--- src/rtl/sample_readout_scheduler_if.sv ---
// Readout bundle between channel buffers, scheduler and output formatter.
// master: scheduler side; slave: buffers/downstream side.
interface sample_readout_scheduler_if #(
  parameter int NUM_CH    = 7,
  parameter int BURST_LEN = 8
) ();
  localparam int PW = $clog2(NUM_CH);

  logic                 ena;
  logic [NUM_CH-1:0]    ch_req;
  logic [NUM_CH-1:0]    ch_bit;
  logic [NUM_CH-1:0]    ch_shift;
  logic [NUM_CH-1:0]    ch_grant;
  logic [BURST_LEN-1:0] out_data;
  logic [PW-1:0]        out_ch;
  logic                 out_valid;
  logic                 out_ready;

  modport master (
    input  ena, ch_req, ch_bit, out_ready,
    output ch_shift, ch_grant, out_data, out_ch, out_valid
  );

  modport slave (
    output ena, ch_req, ch_bit, out_ready,
    input  ch_shift, ch_grant, out_data, out_ch, out_valid
  );
endinterface

--- src/rtl/sample_readout_scheduler.sv ---
// Round-robin readout scheduler: grant, shift one burst, present word.
// SCHED_FIXED_PRIORITY_EN: lowest-index requester always wins, no ptr.
module sample_readout_scheduler #(
  parameter int NUM_CH    = 7,
  parameter int BURST_LEN = 8
) (
  input  logic clk,
  input  logic reset,
  sample_readout_scheduler_if.master bus
);
  localparam int PW = $clog2(NUM_CH);
  localparam int CW = $clog2(BURST_LEN);

  typedef enum logic [1:0] {
    IDLE,
    SHIFT,
    PRESENT
  } state_t;

  state_t               state_q, state_d;
  logic [CW-1:0]        cnt_q, cnt_d;
  logic [NUM_CH-1:0]    grant_q, grant_d;
  logic [NUM_CH-1:0]    shift_q, shift_d;
  logic [BURST_LEN-1:0] data_q, data_d;
  logic [PW-1:0]        och_q, och_d;
  logic                 valid_q, valid_d;
  logic [PW-1:0]        base;
  logic                 win_found;
  logic [PW-1:0]        win_idx;

`ifdef SCHED_FIXED_PRIORITY_EN
  assign base = '0;
`else
  logic [PW-1:0] ptr_q, ptr_d;
  assign base = ptr_q;
`endif

  // Search upward from base, wrapping at NUM_CH-1.
  always_comb begin
    win_found = 1'b0;
    win_idx   = '0;
    for (int i = 0; i < NUM_CH; i++) begin
      int j;
      j = int'(base) + i;
      if (j >= NUM_CH) j = j - NUM_CH;
      if (!win_found && bus.ch_req[PW'(j)]) begin
        win_found = 1'b1;
        win_idx   = PW'(j);
      end
    end
  end

  always_comb begin
    state_d = state_q;
    cnt_d   = cnt_q;
    grant_d = grant_q;
    shift_d = shift_q;
    data_d  = data_q;
    och_d   = och_q;
    valid_d = valid_q;
`ifndef SCHED_FIXED_PRIORITY_EN
    ptr_d   = ptr_q;
`endif
    unique case (state_q)
      IDLE: begin
        if (bus.ena && win_found) begin
          state_d = SHIFT;
          grant_d = NUM_CH'(1) << win_idx;
          shift_d = NUM_CH'(1) << win_idx;
          och_d   = win_idx;
          cnt_d   = '0;
        end
      end
      SHIFT: begin
        data_d = {data_q[BURST_LEN-2:0],
                  |(bus.ch_bit & grant_q)};
        cnt_d  = cnt_q + CW'(1);
        if (cnt_q == CW'(BURST_LEN - 1)) begin
          state_d = PRESENT;
          shift_d = '0;
          valid_d = 1'b1;
          cnt_d   = '0;
        end
      end
      PRESENT: begin
        if (bus.out_ready) begin
          state_d = IDLE;
          valid_d = 1'b0;
          grant_d = '0;
`ifndef SCHED_FIXED_PRIORITY_EN
          ptr_d = (och_q == PW'(NUM_CH - 1)) ?
                  '0 : och_q + PW'(1);
`endif
        end
      end
      default: state_d = IDLE;
    endcase
  end

  always_ff @(posedge clk) begin
    if (reset) begin
      state_q <= IDLE;
      cnt_q   <= '0;
      grant_q <= '0;
      shift_q <= '0;
      data_q  <= '0;
      och_q   <= '0;
      valid_q <= 1'b0;
`ifndef SCHED_FIXED_PRIORITY_EN
      ptr_q   <= '0;
`endif
    end else begin
      state_q <= state_d;
      cnt_q   <= cnt_d;
      grant_q <= grant_d;
      shift_q <= shift_d;
      data_q  <= data_d;
      och_q   <= och_d;
      valid_q <= valid_d;
`ifndef SCHED_FIXED_PRIORITY_EN
      ptr_q   <= ptr_d;
`endif
    end
  end

  assign bus.ch_shift  = shift_q;
  assign bus.ch_grant  = grant_q;
  assign bus.out_data  = data_q;
  assign bus.out_ch    = och_q;
  assign bus.out_valid = valid_q;
endmodule
--- src/flat_wrapper.sv ---
// flat-port wrapper written by rule: the top's interface ports become plain ports
module sample_readout_scheduler_flat 
#(
  parameter int NUM_CH    = 7,
  parameter int BURST_LEN = 8
)
  (clk, reset, bus_ena, bus_ch_req, bus_ch_bit, bus_out_ready, bus_ch_shift, bus_ch_grant, bus_out_data, bus_out_ch, bus_out_valid);
  sample_readout_scheduler_if #(.NUM_CH(NUM_CH), .BURST_LEN(BURST_LEN)) bus_i ();
  input  logic clk;
  input  logic reset;
  input wire logic [$bits(bus_i.ena)-1:0] bus_ena;
  input wire logic [$bits(bus_i.ch_req)-1:0] bus_ch_req;
  input wire logic [$bits(bus_i.ch_bit)-1:0] bus_ch_bit;
  input wire logic [$bits(bus_i.out_ready)-1:0] bus_out_ready;
  output wire logic [$bits(bus_i.ch_shift)-1:0] bus_ch_shift;
  output wire logic [$bits(bus_i.ch_grant)-1:0] bus_ch_grant;
  output wire logic [$bits(bus_i.out_data)-1:0] bus_out_data;
  output wire logic [$bits(bus_i.out_ch)-1:0] bus_out_ch;
  output wire logic [$bits(bus_i.out_valid)-1:0] bus_out_valid;
  assign bus_i.ena = bus_ena;
  assign bus_i.ch_req = bus_ch_req;
  assign bus_i.ch_bit = bus_ch_bit;
  assign bus_i.out_ready = bus_out_ready;
  assign bus_ch_shift = bus_i.ch_shift;
  assign bus_ch_grant = bus_i.ch_grant;
  assign bus_out_data = bus_i.out_data;
  assign bus_out_ch = bus_i.out_ch;
  assign bus_out_valid = bus_i.out_valid;
  sample_readout_scheduler #(.NUM_CH(NUM_CH), .BURST_LEN(BURST_LEN)) u_core (.clk(clk), .reset(reset), .bus(bus_i));
endmodule
--- config.mk ---
export PLATFORM = sky130hd
export DESIGN_NAME = sample_readout_scheduler_flat
export DESIGN_NICKNAME = d
export VERILOG_FILES = /design/src/rtl/sample_readout_scheduler_if.sv /design/src/rtl/sample_readout_scheduler.sv /design/src/flat_wrapper.sv
export SDC_FILE = /design/constraint.sdc
export NUM_CORES = 1
export LEC_CHECK = 0
export ABC_AREA = 1
export CORE_AREA = 2 2 79 81
export DETAILED_ROUTE_END_ITERATION = 7
export DIE_AREA = 0 0 81 83
export PLACE_DENSITY = 0.76
export REMOVE_ABC_BUFFERS = 1
export SYNTH_ARGS = -nofsm -noshare
export SYNTH_HDL_FRONTEND = slang
export SYNTH_SLANG_ARGS = --single-unit
--- constraint.sdc ---
create_clock -name clk -period 2.7 [get_ports clk]
set_input_delay 0.54 -clock clk [delete_from_list [all_inputs] [get_ports clk]]
set_output_delay 0.54 -clock clk [all_outputs]
set_load 0.03 [all_outputs]
==> Yosys cells after proc, flatten, opt, wreduce, memory -nomap -nowiden <==
Index checks and enable logic that the tools add are counted.
{ "word_totals": {"out_inout_bits": 26, "regBits": 34, "in_bits": 18, "word_cells": 129} }
{ "op_classes": {"addsub": 15, "shift": 1, "n_reduce_logical": 25, "n_bitwise": 1, "n_eq_ne": 7, "mux": 58, "order_cmp": 14} }
{ "ops": {"columns": ["operator", "n"], "rows": [
  ["$mux 3", 17],
  ["$lt 3x5->1 const B", 7],
  ["$pmux 7 s2", 2],
  ["$ge 4x3->1 const B", 6],
  ["$mux 1", 23],
  ["$bmux 1 s3", 7],
  ["$mux 7", 3],
  ["$sub 3x1->3 const B", 6],
  ["$add 3x3->4 const B", 3],
  ["$reduce_and 3->1", 4],
  ["$add 3x2->4 const B", 2],
  ["$and 7x7->7", 1],
  ["$logic_and 1x1->1", 7],
  ["$reduce_or 7->1", 1],
  ["$shl 1x3->7 const A", 1],
  ["$add 3x1->3 const B", 2],
  ["$eq 3x3->1 const B", 2],
  ["$logic_not 1->1", 6],
  ["$mux 2", 3],
  ["$pmux 2 s3", 1],
  ["$pmux 3 s2", 1],
  ["$reduce_and 2->1", 3],
  ["$reduce_bool 2->1", 3],
  ["$add 3x1->4 const B", 1],
  ["other kinds (8)", 9]
]} }

==> Longest topological paths before layout <==
Gate-level depths: netlist (run 1).
{ "depth": {"word_depth": 27, "depth_mapped": 24, "mapped_depth_nobuf": 23} }

==> Worst setup path after synthesis (run 1) <==
No wires, ideal clock.
{ "synth_timing": {"path_type": "reg-to-reg", "startpoint": "reg u_core.ptr_q[1], in the netlist u_core.base[1]", "endpoint": "reg u_core.grant_q[4], in the netlist u_core.bus.ch_grant[4]", "path_slack_ns": -0.164, "period_less_slack_ns": 2.864, "path_stages_with_launch": 19, "t_arrival_ns": 2.793, "required_time_ns": 2.629, "setup_ns": 0.071, "n_path_buf": 1, "cell_sequence": "dfxtp_1 > inv_1 > ha_1 > inv_1 > fa_1 > o21ai_0 > inv_1 > nand3_1 > nand3_1 > nand2_1 > nand4_2 > nor2_4 > nand3b_1 > nand3_2 > buf_6 > nand2_2 > inv_2 > nand2_1 > a21oi_1"} }
{ "synth_between": {"elab_chain_len": 27, "word_cells_on_any_way": 80, "cone_classes": "add/sub: 13; order compare: 7; eq/ne: 1; shift: 1; mux: 44; reduce/logical: 14"} }
{ "synth_rtl": {"columns": ["element", "line_no", "text"], "rows": [
  ["from (decl)", "sample_readout_scheduler.sv:34", "logic [PW-1:0] ptr_q, ptr_d;"],
  ["from (signal assigned)", "sample_readout_scheduler.sv:121", "ptr_q <= ptr_d;"],
  ["branches (longest 27 deep; another with $add 3x1->4)", null, null],
  ["to (signal assigned)", "sample_readout_scheduler.sv:115", "grant_q <= grant_d;"],
  ["to (decl)", "sample_readout_scheduler.sv:22", "logic [NUM_CH-1:0] grant_q, grant_d;"]
]} }
Parallel ways; which one is timed is not known. The select of a mux whose other input is x is not followed.
A chain may end at the register's enable or synchronous reset.

==> Final worst setup path (run 1) <==
{ "layout_timing": {"startpoint": "reg u_core.ptr_q[0], in the netlist u_core.base[0]", "endpoint": "reg u_core.grant_q[6], in the netlist u_core.bus.ch_grant[6]"} }
Same word-level chain as after synthesis.

==> results.md, run 1 <==
* R2r setup slk at -0.41 ns
* Met1 usage at 39.5%
* I/O pin count at 44
* Commonest non-fill, non-tap cell in the layout: nand2_1
* Post-Synthesis Cells at 475
* CTS clock-pin slew for the worst setup and hold paths at 0.08 ns
* Worst path cell trace: buf_6 -> inv_2 -> buf_4 -> nand2_1 -> nand2_1 -> nand2_1 -> nand2_1 -> nand2_1 -> nand3_1 -> nand2_2 -> inv_2 -> nand4_4 -> nor2_4 -> nand4_1 -> buf_4 -> nand3_4 -> nand2_1 -> nor2_2 -> nor2_1 -> nor2_1
* Root buf cell: clkbuf_8
* Worst path bufs/invs at 5
* CP top delay family: simple AND/OR/NAND/NOR gates
* Cell area after synthesis at 2860 um^2
* Most frequent cells in the layout: nand2_1 (98), buf_4 (73), nand3_1 (45), clkdlybuf4s50_1 (43), nor2_1 (41)
* Clk sinks at 34
* Total wire length after detailed routing at 13800 um
* Avg Inst Size Synth at approximately 6 um^2
* Pin count of the biggest net entering global routing at 20
* Hold_buf cts at 0
* Crit path max fanout at 11
* Setup WS post-layout at -0.414 ns
* Initial antenna violation count at 0
* Post-synthesis register bit count at 34
* Post-route cell area at 4900 um^2
* First drt pass iteration count at 6
* Area grow syn2layout at 71.3%
* Overall Global Routing Usage at 28.6%
* Die area at ~6700 um^2
* Netlist cell types at 29
* Fill cells at 304
* CTS Buf Count at 5
* Max clock buf depth at 2
* Final setup TNS at -5.94 ns
* DR WL/cell at about 20 um
* Global routing usage on met3 at 5.54%
* Final Hold Violating Endpoints at 0
* Worst r2r src: u_core.base[0]
* Area after DPL at ~3700 um^2
* R2R cell count at 20
* DP Worst Slack at -0.229 ns
* Worst Setup SP: u_core.base[0]
* Fmax at 321 MHz
* CP required at about 3 ns
* H-tree depth at 2
* Syn. warnings at 0
* Final Util at 84.2%
* Arr. time, crit path at 3.33 ns
* PwrDens at a little over 300 nW/um^2
* DPL Wire Length at between 6000 and 7000 um
* Total Power at 1.50 mW
* Post-layout min period at just over 3 ns
* Via Count at about 4300
* Non-Filler Instances at 680
* Share of layout cells above drive strength 1 at 43.1%
* First-pass GRT wire length at 15600 um
* Clk Latency, worst-skew pair at 0.30 ns
* Die X at 81 um
* Largest stage delay on the critical path at between 0.3 and 0.4 ns
* Die Span Y at around 83 um
* RSZ-0062 raised after global routing: true
* GR Util met2 at 44.9%
* Final net count at around 640
* Critical path depth at 20
* Worst vdd ir at roughly 0.41 mV
* Setup Viol. Count Final at 21
* Starting density of the core at 49.1%
* Final setup skew at 0.00815 ns
* Core area at 5820 um^2
* GRT Residual Overflow at 0
* Gpl congestion at 0.899
* Worst Setup Start Kind: register
* Slew margin rel. at 72.6%
* DRC at 0
* Diode count at 0
* Static Leak at ~2.2 nW
* Dpl cells at 640
* Vias in the first global route at 3381
* Failing checks: negative setup slack
* Routed vias/inst at 6.33
* Slew at the pin closest to its max-slew limit at 0.411 ns
* Hold/Removal Path Class: register to register
* Number of I/O port buffers at 43
* Worst Setup End Kind: register
* Rows at 28
* CTS tree: yes
* CP max stage cell: dfxtp_4
* Slew Viols, Final at 0
* Worst r2r dst: u_core.bus.ch_grant[6]
* Register area share after synthesis at 23.8%
* Most used cell, CP: nand2_1
* Hold slack final at roughly 0.47 ns
* WS Path Type: register to register
* Global route hottest layer: met2
* Part of the cycle the worst path needs at 115%
* Post-route ant nets at 0
* Status: complete, but fails checks
* Critical Path Sink: u_core.bus.ch_grant[6]
* Max-Cap Viols at 0
* Drt initial violations at 700
where the power goes:
group / total (mW) / internal [mW] / switching (mW)
Sequential: 0.545 / 0.524 / 0.0204
Clock: 0.584 / 0.370 / 0.214
Combinational: 0.375 / 0.147 / 0.228
routing by layer:
metal	share of wire, %	vias up
met5	0	-
met4	8.2	0
li1	-	1809
met3	11	155
met1	37	1941
met2	44	401
kinds of logic (layout without fill, tap and decap cells):
kind of cell    Yosys count  in the layout  synth area share (%)
compound gates           56             56                  11.2
xor+xnor                  1              1                 0.569
fa+ha+maj                15             15                  6.83
buf+inv                  70            199                  10.2
flops                    34             34                  23.8
simple gates            299            300                  47.3
how the worst min path moves through the flow:
| stage | start | to | slack [ns] | cells after the start |
|---|---|---|---|---|
| after detailed placement | u_core.cnt_q[0] | u_core.cnt_q[0] | 0.45 | 1 |
| after global routing | u_core.bus.out_valid | u_core.bus.out_valid | 0.49 | 2 |
| after floorplan | u_core.cnt_q[0] | u_core.cnt_q[0] | 0.43 | 1 |
| after CTS | u_core.bus.out_valid | u_core.bus.out_valid | 0.47 | 2 |
| after global placement | u_core.bus.out_valid | u_core.bus.out_valid | 0.45 | 2 |
| final | u_core.bus.out_valid | u_core.bus.out_valid | 0.47 | 2 |
repair_timing:
item                       4_1_cts  5_1_grt
pin swaps                       39       60
setup endpoints to repair       21       21
gates resized for setup         80      121
cloned                           1        0
setup buffers                   12       19
worst reg2reg max path, cell delays in order (launching register included):
cell and delay, ns:
dfxtp_4 0.37, buf_6 0.13, inv_2 0.11, buf_4 0.25, nand2_1 0.17, nand2_1 0.19
nand2_1 0.12, nand2_1 0.11, nand2_1 0.06, nand3_1 0.08, nand2_2 0.10, inv_2 0.10
nand4_4 0.11, nor2_4 0.21, nand4_1 0.21, buf_4 0.20, nand3_4 0.09, nand2_1 0.09
nor2_2 0.17, nor2_1 0.06, nor2_1 0.12
cell type report:
class / instances / area (um^2) / area share (%)
flip-flops and latches: 34 / 686 / 14.0
clock inverters: 3 / 68.8 / 1.41
clock buffers: 5 / 68.8 / 1.41
well taps: 75 / 93.8 / 1.92
inverters: 61 / 249 / 5.09
multi-input cells: 372 / 2590 / 53.0
repair buffers: 130 / 1140 / 23.2
registers in the layout, summed over array words and instances (netlist names):
signal and flops:
u_core.base 3, u_core.bus.ch_shift 7, u_core.cnt_q 3, u_core.bus.out_valid 1, u_core.bus.ch_grant 7, u_core.bus.out_ch 3, u_core.state_q 2, u_core.bus.out_data 8
cell usage after synthesis:
| master | number | area [um^2] |
|---|---|---|
| nand2_1 | 139 | 522 |
| nand3_1 | 78 | 390 |
| inv_1 | 51 | 191 |
| nor2_1 | 49 | 184 |
| dfxtp_1 | 34 | 681 |
| a21oi_1 | 20 | 100 |
| o21ai_0 | 19 | 95.1 |
| ha_1 | 14 | 175 |
| nand2_2 | 13 | 81.3 |
| inv_2 | 9 | 33.8 |
| nand4_1 | 6 | 37.5 |
| clkbuf_1 | 5 | 18.8 |
| nand3_2 | 5 | 50.1 |
| o211ai_1 | 5 | 37.5 |
| buf_6 | 4 | 45.0 |
| o21ai_1 | 4 | 20.0 |
| a221oi_1 | 3 | 26.3 |
| nor2_4 | 3 | 33.8 |
| a211oi_1 | 2 | 15.0 |
| nand2_4 | 2 | 22.5 |
| o21ai_2 | 2 | 17.5 |
| a21oi_2 | 1 | 8.76 |
| clkinv_1 | 1 | 3.75 |
| fa_1 | 1 | 20.0 |
| nand3b_1 | 1 | 7.51 |
| nand4_2 | 1 | 12.5 |
| nor2_2 | 1 | 6.26 |
| nor3_1 | 1 | 5.00 |
| xnor2_2 | 1 | 16.3 |
Power figures use the tool's default switching activity.
==> run 2, diff against run 1 <==
--- a/config.mk
+++ b/config.mk
@@ -7,8 +7,10 @@
 export LEC_CHECK = 0
 export ABC_AREA = 1
 export CORE_AREA = 2 2 79 81
+export CTS_CLUSTER_SIZE = 10
 export DETAILED_ROUTE_END_ITERATION = 7
 export DIE_AREA = 0 0 81 83
+export MAX_ROUTING_LAYER = met4
 export PLACE_DENSITY = 0.76
 export REMOVE_ABC_BUFFERS = 1
 export SYNTH_ARGS = -nofsm -noshare
==> run 2 against run 1 <==
Compared with the run above: sequential power about the same; design area down 1.8%; hold slack better by 0.00094 ns; die area unchanged; via count down 7.8%; count of clock-buffer cells in the layout unchanged; clock power down 17%; cell count down 1.5%; register-to-register slack better by 0.25 ns; flip-flop and latch count unchanged; global-route usage up 0.57 points; the flow still finishes with violations (negative setup slack); first-iteration DRC count down 30%.
==> results.md, run 2 (synthesis results as in run 1) <==
* Status: complete, but fails checks
* Failing checks: negative setup slack
* First drt pass iteration count at 5 (-1)
* Total Power at 1.37 mW (-8.7%)
* Root buf cell: clkbuf_8
* Final setup skew at 0.00880 ns (+0.000653 ns)
* Diode count at 0 (unchanged)
* Most used cell, CP: nand3_2
* Worst r2r dst: u_core.bus.ch_grant[3]
* Int Power at 0.939 mW (-9.8%)
* Share of layout cells above drive strength 1 at 43.5% (+0.39 points)
* CTS tree: yes
* Total wire length after detailed routing at 11800 um (-14%)
* Drt initial violations at 488 (-30%)
* DR WL/cell at 17.7 um (-13%)
* H-tree depth at 2 (unchanged)
* First-pass GRT wire length at 15600 um (-0.31%)
* Slew Viols, Final at 0 (unchanged)
* Area grow syn2layout at 68.3%
* Rows at 28 (unchanged)
* Part of the cycle the worst path needs at 106% (-9.4 points)
* Fill cells at 324 (+6.6%)
* Switching power at 0.433 mW (-6.3%)
* Hold slack final at 0.471 ns (+0.000942 ns)
* Setup Viol. Count Final at 18 (-14%)
* CP top delay family: simple AND/OR/NAND/NOR gates
* Crit path max fanout at 4 (-7)
* Register area at 686 um^2 (unchanged)
* Setup WS post-layout at -0.159 ns (+0.255 ns)
* Overall Global Routing Usage at 29.2% (+0.57 points)
* Number of I/O port buffers at 43 (unchanged)
* Area of the multi-input gates at 2620 um^2 (+0.82%)
* Hold path cells at 2 (unchanged)
* Final net count at 627 (-1.6%)
* Arr. time, crit path at 3.09 ns (-0.24 ns)
* DPL Wire Length at 6650 um (-0.56%)
* Pin count of the biggest net entering global routing at 20 (unchanged)
* Worst vdd ir at 0.358 mV (-14%)
* Die X at 81 um (unchanged)
* Clk sinks at 34 (unchanged)
* Clk Latency, worst-skew pair at 0.29 ns (about the same)
* Hold/Removal Path Class: register to register
* Max-Cap Viols at 0 (unchanged)
* WS Path Type: register to register
* Worst path cell trace: buf_6 -> ha_4 -> ha_4 -> nand3_4 -> buf_4 -> nand3_1 -> nand3_2 -> nand3_2 -> nand2_4 -> buf_4 -> nand3_2 -> nor2_1 -> nor2_1 -> nand3_1 -> nand2_2 -> nand3_4 -> nor2_4 -> nand2_2 -> a21oi_2
* Initial antenna violation count at 0 (unchanged)
* Area after DPL at 3750 um^2 (+0.40%)
* PwrDens at 285 nW/um^2 (-7.1%)
* Final Hold Violating Endpoints at 0 (unchanged)
* GRT Residual Overflow at 0 (unchanged)
* Max FFs per register at 8 (unchanged)
* CTS Buf Count at 5 (unchanged)
* Commonest non-fill, non-tap cell in the layout: nand2_1
* Slew at the pin closest to its max-slew limit at 0.390 ns (-0.0206 ns)
* I/O pin count at 44 (unchanged)
* Worst r2r src: u_core.base[0]
* RSZ-0062 raised after global routing: true
* Logic pwr share at 25.3% (+0.4 points)
* Hold Crit Endpoint: u_core.bus.out_valid
* Max clock buf depth at 2 (unchanged)
* R2r setup slk at -0.16 ns (+0.25 ns)
* Static Leak at 2.15 nW (-3.0%)
* Worst Setup End Kind: register
* Slew margin rel. at 73.9% (+1.4 points)
* Vias in the first global route at 3372 (-0.27%)
* Gpl congestion at 0.923 (+2.7%)
* Critical path depth at 19 (-5.0%)
* Post-route cell area at 4810 um^2 (-1.8%)
* Worst path bufs/invs at 3 (-2)
* Worst Setup Start Kind: register
* Starting density of the core at 49.1% (unchanged)
* Die Span Y at 83 um (unchanged)
* DP Worst Slack at -0.323 ns (-0.0944 ns)
* Dpl cells at 642 (+0.31%)
* Fmax at 350 MHz (+8.9%)
* Most frequent cells in the layout: nand2_1 (85), buf_4 (69), nand2_2 (47), nand3_1 (46), clkdlybuf4s50_1 (43)
* Post-route ant nets at 0 (unchanged)
* Largest stage delay on the critical path at 0.36 ns (about the same)
* Reg power frac at 39.6% (+3.4 points)
* Non-Filler Instances at 670 (-1.5%)
* Hold_sp: u_core.bus.out_valid
* Die area at 6720 um^2 (unchanged)
* Hold_buf cts at 0 (unchanged)
* CP required at 2.93 ns (about the same)
* Net Sw Frac at 31.6% (+0.82 points)
* Via Count at 3970 (-7.8%)
* Routed vias/inst at 5.93 (-6.4%)
* DRC at 0 (unchanged)
* Clk pwr share at 35.1% (-3.7 points)
* CP max stage cell: dfxtp_4
* R2R cell count at 19 (-5.0%)
* Post-layout min period at 2.86 ns (-0.255 ns)
* Core area at 5820 um^2 (unchanged)
* CTS clock-pin slew for the worst setup and hold paths at 0.08 ns (about the same)
==> run 2: cell types whose count changed in the layout (fill, tap and decap cells not counted), sizes merged <==
cell / change
buf: -10
bufinv: -1
clkinvlp: +2
inv: -1
==> run 2: layer usage <==
metal  track usage (%)  wire, um  part of all wire [%]  vias up
met5                 -         0                     0        -
met4              8.63       555                   4.7        0
met3              5.98      1010                   8.5       86
met2              47.1      5720                    48      253
met1              36.4      4550                    38     1845
li1                  -         -                     -     1786
==> run 2: worst max path at each step <==
stage,from,to,slack (ns)
after floorplan,u_core.base[0],u_core.bus.ch_grant[5],-0.37
after global placement,u_core.base[1],u_core.bus.ch_grant[4],-0.30
after detailed placement,u_core.base[1],u_core.bus.ch_grant[4],-0.32
after CTS,u_core.base[1],u_core.bus.ch_grant[5],0.0004
after global routing,u_core.base[1],u_core.bus.ch_shift[1],-0.31
final,u_core.base[0],u_core.bus.ch_grant[3],-0.16
==> run 2: power groups by stage <==
stage	Sequential, mW	Clock (mW)	Combinational [mW]
2_1_floorplan	0.591	0	0.114
3_3_place_gp	0.554	0	0.272
3_5_place_dp	0.554	0	0.275
4_1_cts	0.543	0.475	0.299
5_1_grt	0.545	0.507	0.368
6_report	0.543	0.482	0.348
==> run 2: cell type report <==
type / instances / share of cell area [%]
Clock buffer: 5 / 1.43
Clock inverter: 3 / 0.937
Inverter: 61 / 5.18
Multi-Input combinational cell: 372 / 54.4
Sequential cell: 34 / 14.3
Tap cell: 75 / 1.95
Timing Repair Buffer: 120 / 21.9
==> run 2: per-stage QoR <==
step	utilization (%)	TNS, ns
2_1_floorplan	-	-6.16
3_3_place_gp	64.5	-4.03
3_5_place_dp	64.5	-3.89
4_1_cts	73.0	0
5_1_grt	82.7	-4.80
6_report	82.7	-1.87
==> run 2: timing repair <==
item / in CTS / in global routing
buffers inserted: 9 / 11
cloned: 1 / 0
pin swaps: 38 / 62
gates resized for setup: 86 / 115
endpoints found under the setup margin: 21 / 21
==> run 2: tightest hold or removal path, cell delays in order (launching register included) <==
cell and delay [ns]:
dfxtp_1 0.31, nand2_1 0.06, a21oi_1 0.05
==> RTL edit 1 (settings of run 1) <==
`BURST_LEN` is set to 8 in 3 places; all go to 4.
--- a/src/rtl/sample_readout_scheduler_if.sv
+++ b/src/rtl/sample_readout_scheduler_if.sv
@@ -4,3 +4,3 @@
   parameter int NUM_CH    = 7,
-  parameter int BURST_LEN = 8
+  parameter int BURST_LEN = 4
 ) ();
--- a/src/rtl/sample_readout_scheduler.sv
+++ b/src/rtl/sample_readout_scheduler.sv
@@ -4,3 +4,3 @@
   parameter int NUM_CH    = 7,
-  parameter int BURST_LEN = 8
+  parameter int BURST_LEN = 4
 ) (
--- a/src/flat_wrapper.sv
+++ b/src/flat_wrapper.sv
@@ -4,3 +4,3 @@
   parameter int NUM_CH    = 7,
-  parameter int BURST_LEN = 8
+  parameter int BURST_LEN = 4
 )
Ports: changed (resized bus_out_data); port bits go from 44 to 40. No check against the original RTL was run, so the function may have changed too.
==> RTL edit 1 against run 1 <==
The run still ends with setup timing left; routed wire length fell by 24%; synthesized cell count rose by 0.63%; sequential cell count fell by 5; synthesized area fell by 0.39%; critical path depth did not move; via count fell by 13%; design area fell by 9.1%; worst setup slack improved by 0.19 ns; final cell count fell by 1.3%; power fell by 23%; largest cell class unchanged; largest power group is now sequential cells; highest routed layer unchanged.
==> RTL edit 1: results (changes against run 1) <==
[run_status]
status = finished with violations  ; unchanged
violations = setup timing  ; unchanged

[final_layout]
multi_input_gates = 387  ; was 372
fillers = 423  ; was 304
drive_above_1_share = 0.376  ; was 0.431
fin_area_mm2 = 0.00445  ; was 0.00490 mm2
inverters = 57  ; was 61
final-clk-cell-share = 0.0166  ; was 0.0281
nets = 630  ; was 637

[setup_path]
r2r-end = u_core.bus.ch_grant[4]$_SDFFE_PP0P_  ; was u_core.bus.ch_grant[6]$_SDFFE_PP0P_
cp.arrival_ns = 3.14  ; was 3.33 ns
crit_path_max_incr_delay_ns = 0.48  ; was 0.37 ns
crit_fanout = 7  ; was 11
cp_slowest_cell = fa_2  ; was dfxtp_4

[sta]
worst_clock_skew_ns = 0.00355  ; was 0.00815 ns
slew_headroom = 0.573  ; was 0.726
setup_ws_ns = -0.226  ; was -0.414 ns
setup-tns-final_ns = -3.39  ; was -5.94 ns
setup_viol = 20  ; was 21

[placed_design]
io_buffer_count = 39  ; was 43
placed_cells = 658  ; was 640
dpl_cell_area_mm2 = 0.00383  ; was 0.00374 mm2
place.gp.congestion = 0.904  ; was 0.899
hpwl_um = 6920  ; was 6690 um
preCtsSetupSlack_ns = -0.311  ; was -0.229 ns

[synthesis]
synth_cell_types = 33  ; was 29
synth_area_leaders = dfxtp_1, nand2_1, nand3_1  ; unchanged
synth_compound_area_frac = 0.109  ; was 0.112
synthAdderAreaFrac = 0.0686  ; was 0.0683
seq_area_frac_synth = 0.204  ; was 0.238
synth.top_cells.by_count = nand2_1, nand3_1, inv_1, nor2_1, dfxtp_1  ; unchanged

[clock_tree]
postCtsSetupBuffers = 1  ; was 12
clkTransAtPathRegs_ns = 0.06  ; was 0.08 ns
cts_resized = 33  ; was 80

[route]
avgRoutedWirePerCell_um = 15.6  ; was 20.4 um
dr.pass1.iters = 5  ; was 6
wirelength_um = 10500  ; was 13800 um

[grt]
grt_pass1_vias = 3445  ; was 3381
grt_start_max_net_pins = 18  ; was 20

[pwr]
leakage_nw = 2.04  ; was 2.22 nW
ir_worst_vdd_uv = 325  ; was 415 uV

-- RTL edit 1: cell types whose count changed in the layout (fill, tap and decap cells not counted), sizes merged, moves of 4 or more --
cell,before,now
buf,87,78
nand3,83,92
nand2,155,166
dfxtp,34,29
inv,61,57
clkdlybuf4s50,43,39
-- RTL edit 1: power by group --
part           internal (mW)  switching (mW)  total, mW
registers              0.447          0.0184      0.465
clock network          0.169           0.161      0.330
logic                  0.149           0.213      0.362
-- RTL edit 1: worst min-delay path by stage --
stage | start | to | slack [ns] | cells after the start
4_1_cts | u_core.bus.ch_shift[3]$_SDFFE_PP0P_ | u_core.bus.ch_shift[3]$_SDFFE_PP0P_ | 0.46 | 2
5_1_grt | u_core.bus.ch_shift[3]$_SDFFE_PP0P_ | u_core.bus.ch_shift[3]$_SDFFE_PP0P_ | 0.49 | 2
6_report | u_core.bus.ch_shift[4]$_SDFFE_PP0P_ | u_core.bus.ch_shift[4]$_SDFFE_PP0P_ | 0.48 | 2
3_3_place_gp | u_core.cnt_q[0]$_SDFFE_PP0P_ | u_core.cnt_q[0]$_SDFFE_PP0P_ | 0.45 | 1
2_1_floorplan | u_core.cnt_q[0]$_SDFFE_PP0P_ | u_core.cnt_q[0]$_SDFFE_PP0P_ | 0.43 | 1
3_5_place_dp | u_core.bus.ch_shift[3]$_SDFFE_PP0P_ | u_core.bus.ch_shift[3]$_SDFFE_PP0P_ | 0.46 | 2
-- RTL edit 1: per-layer routing --
layer	up-vias	routed length (um)	part of all wire	GRT usage
met4	0	455	0.043	0.122
met1	1705	4190	0.40	0.347
met2	202	5180	0.49	0.482
met5	-	0	0	0
met3	43	651	0.062	0.0326
li1	1801	-	-	-
==> RTL edit 2 (config.mk and constraints of run 1) <==
Made on the original files. `data_q` no longer has a reset.
--- a/src/rtl/sample_readout_scheduler.sv
+++ b/src/rtl/sample_readout_scheduler.sv
@@ -105,3 +105,2 @@
       shift_q <= '0;
-      data_q  <= '0;
       och_q   <= '0;
@@ -116,3 +115,2 @@
       shift_q <= shift_d;
-      data_q  <= data_d;
       och_q   <= och_d;
@@ -125,2 +123,6 @@
 
+  always_ff @(posedge clk) begin
+    data_q <= data_d;
+  end
+
   assign bus.ch_shift  = shift_q;
Behaviour: differs if reset is asserted again (counterexample within 4 cycles, from zero or initial values and one cycle with reset high); with reset held inactive, the same outputs for 10 cycles.
==> RTL edit 2 against run 1 <==
The run still ends with setup timing left; power down 17%; clock power down 36%; worst setup slack better by 0.22 ns; routed wire length shrank 24%; sequential cell count unchanged; synthesized area decreased by 2.5%; design area decreased by 11%; critical endpoint is now u_core.bus.ch_grant[2]$_SDFFE_PP0P_; largest power group is now sequential cells.
==> RTL edit 2: results (changes against run 1) <==
[pwr]
pg_comb_uw = 314  ; was 375 uW
ir_worst_vdd_uv = 433  ; was 415 uV
powerClk_uw = 371  ; was 584 uW
p_clk_frac = 0.298  ; was 0.388
leakage_nw = 1.90  ; was 2.22 nW
p_int_uw = 851  ; was 1.04 mW

[run_status]
violations = setup timing  ; unchanged
status = finished with violations  ; unchanged

[setup_path]
r2r-start = u_core.base[1]$_SDFFE_PP0P_  ; was u_core.base[0]$_SDFFE_PP0P_
rr_worst_depth = 21  ; was 20
cp_slowest_cell = fa_2  ; was dfxtp_4
cp.arrival_ns = 3.11  ; was 3.33 ns
critPathCapture = u_core.bus.ch_grant[2]$_SDFFE_PP0P_  ; was u_core.bus.ch_grant[6]$_SDFFE_PP0P_

[grt]
grt_pass1_wl_um = 15500  ; was 15600 um
grt_pass1_vias = 3371  ; was 3381
grt_start_max_net_pins = 14  ; was 20
grt_usage = 0.292  ; was 0.286

[synthesis]
synth_cell_types = 34  ; was 29
synth_xor_area_frac = 0.00584  ; was 0.00569
synth_edf_count = 8  ; was 0
synth.top_cells.by_count = nand2_1, nand3_1, inv_1, dfxtp_1, nor2_1  ; was nand2_1, nand3_1, inv_1, nor2_1, dfxtp_1
synth_compound_area_frac = 0.118  ; was 0.112
syn_avg_cell_area_um2 = 6.56  ; was 6.02 um2

[sta]
timing_worst_slew_pin_value_ns = 0.585  ; was 0.411 ns
setup-tns-final_ns = -2.35  ; was -5.94 ns
setup_ws_ns = -0.192  ; was -0.414 ns
setup_viol = 17  ; was 21

[clock_tree]
cts_resized = 42  ; was 80
postCtsSetupBuffers = 5  ; was 12

[route]
avgViaCountPerCell = 5.77  ; was 6.33
dr.pass1.iters = 7  ; was 6
avgRoutedWirePerCell_um = 17.1  ; was 20.4 um

[final_layout]
fillers = 402  ; was 304
drive_above_1_share = 0.386  ; was 0.431
final_util = 0.752  ; was 0.842

[placed_design]
placed_cells = 598  ; was 640
dpl_cell_area_mm2 = 0.00372  ; was 0.00374 mm2
preCtsSetupSlack_ns = -0.231  ; was -0.229 ns
hpwl_um = 6910  ; was 6690 um

[RTL edit 2: cell count changes after synthesis, moves of 4 or more]
cell	change
o21ai_1	+4
nor2_1	-25
dfxtp_1	-8
edfxtp_1	+8
nand3_1	-8
o21ai_0	-7
inv_1	-9
nand2_1	-14
[RTL edit 2: how the worst min path moves through the flow]
stage / end / startpoint
floorplan: u_core.cnt_q[0]$_SDFFE_PP0P_ / u_core.cnt_q[0]$_SDFFE_PP0P_
global placement: u_core.bus.out_data[1]$_DFFE_PP_ / u_core.bus.out_data[0]$_DFFE_PP_
detailed placement: u_core.bus.out_data[2]$_DFFE_PP_ / u_core.bus.out_data[1]$_DFFE_PP_
CTS: u_core.bus.out_data[2]$_DFFE_PP_ / u_core.bus.out_data[1]$_DFFE_PP_
global route: u_core.bus.out_data[2]$_DFFE_PP_ / u_core.bus.out_data[1]$_DFFE_PP_
finish: u_core.bus.out_data[2]$_DFFE_PP_ / u_core.bus.out_data[1]$_DFFE_PP_
[RTL edit 2: kinds of logic (layout without fill, tap and decap cells)]
family,count (synthesis),count (layout)
buffers and inverters,59,176
xor gates and xnor gates,1,1
AOI/OAI and AO/OA,56,56
DFF,34,34
adders and majority gates,15,15
and+or+nand+nor,260,260
[RTL edit 2: routing by layer]
metal / up-vias / wire [um] / GRT usage / share of wire
met5: - / 0 / 0 / 0
met4: 0 / 484 / 0.0894 / 0.046
met3: 53 / 817 / 0.0630 / 0.078
met2: 201 / 5170 / 0.493 / 0.49
met1: 1682 / 4070 / 0.366 / 0.39
li1: 1626 / - / - / -
[RTL edit 2: cell type report]
cell class,instances,share of cell area
Multi-Input combinational cell,332,0.504
Timing Repair Buffer,114,0.229
Sequential cell,34,0.175
Inverter,54,0.0509
Tap cell,75,0.0214
Clock buffer,5,0.0157
Clock inverter,3,0.00372
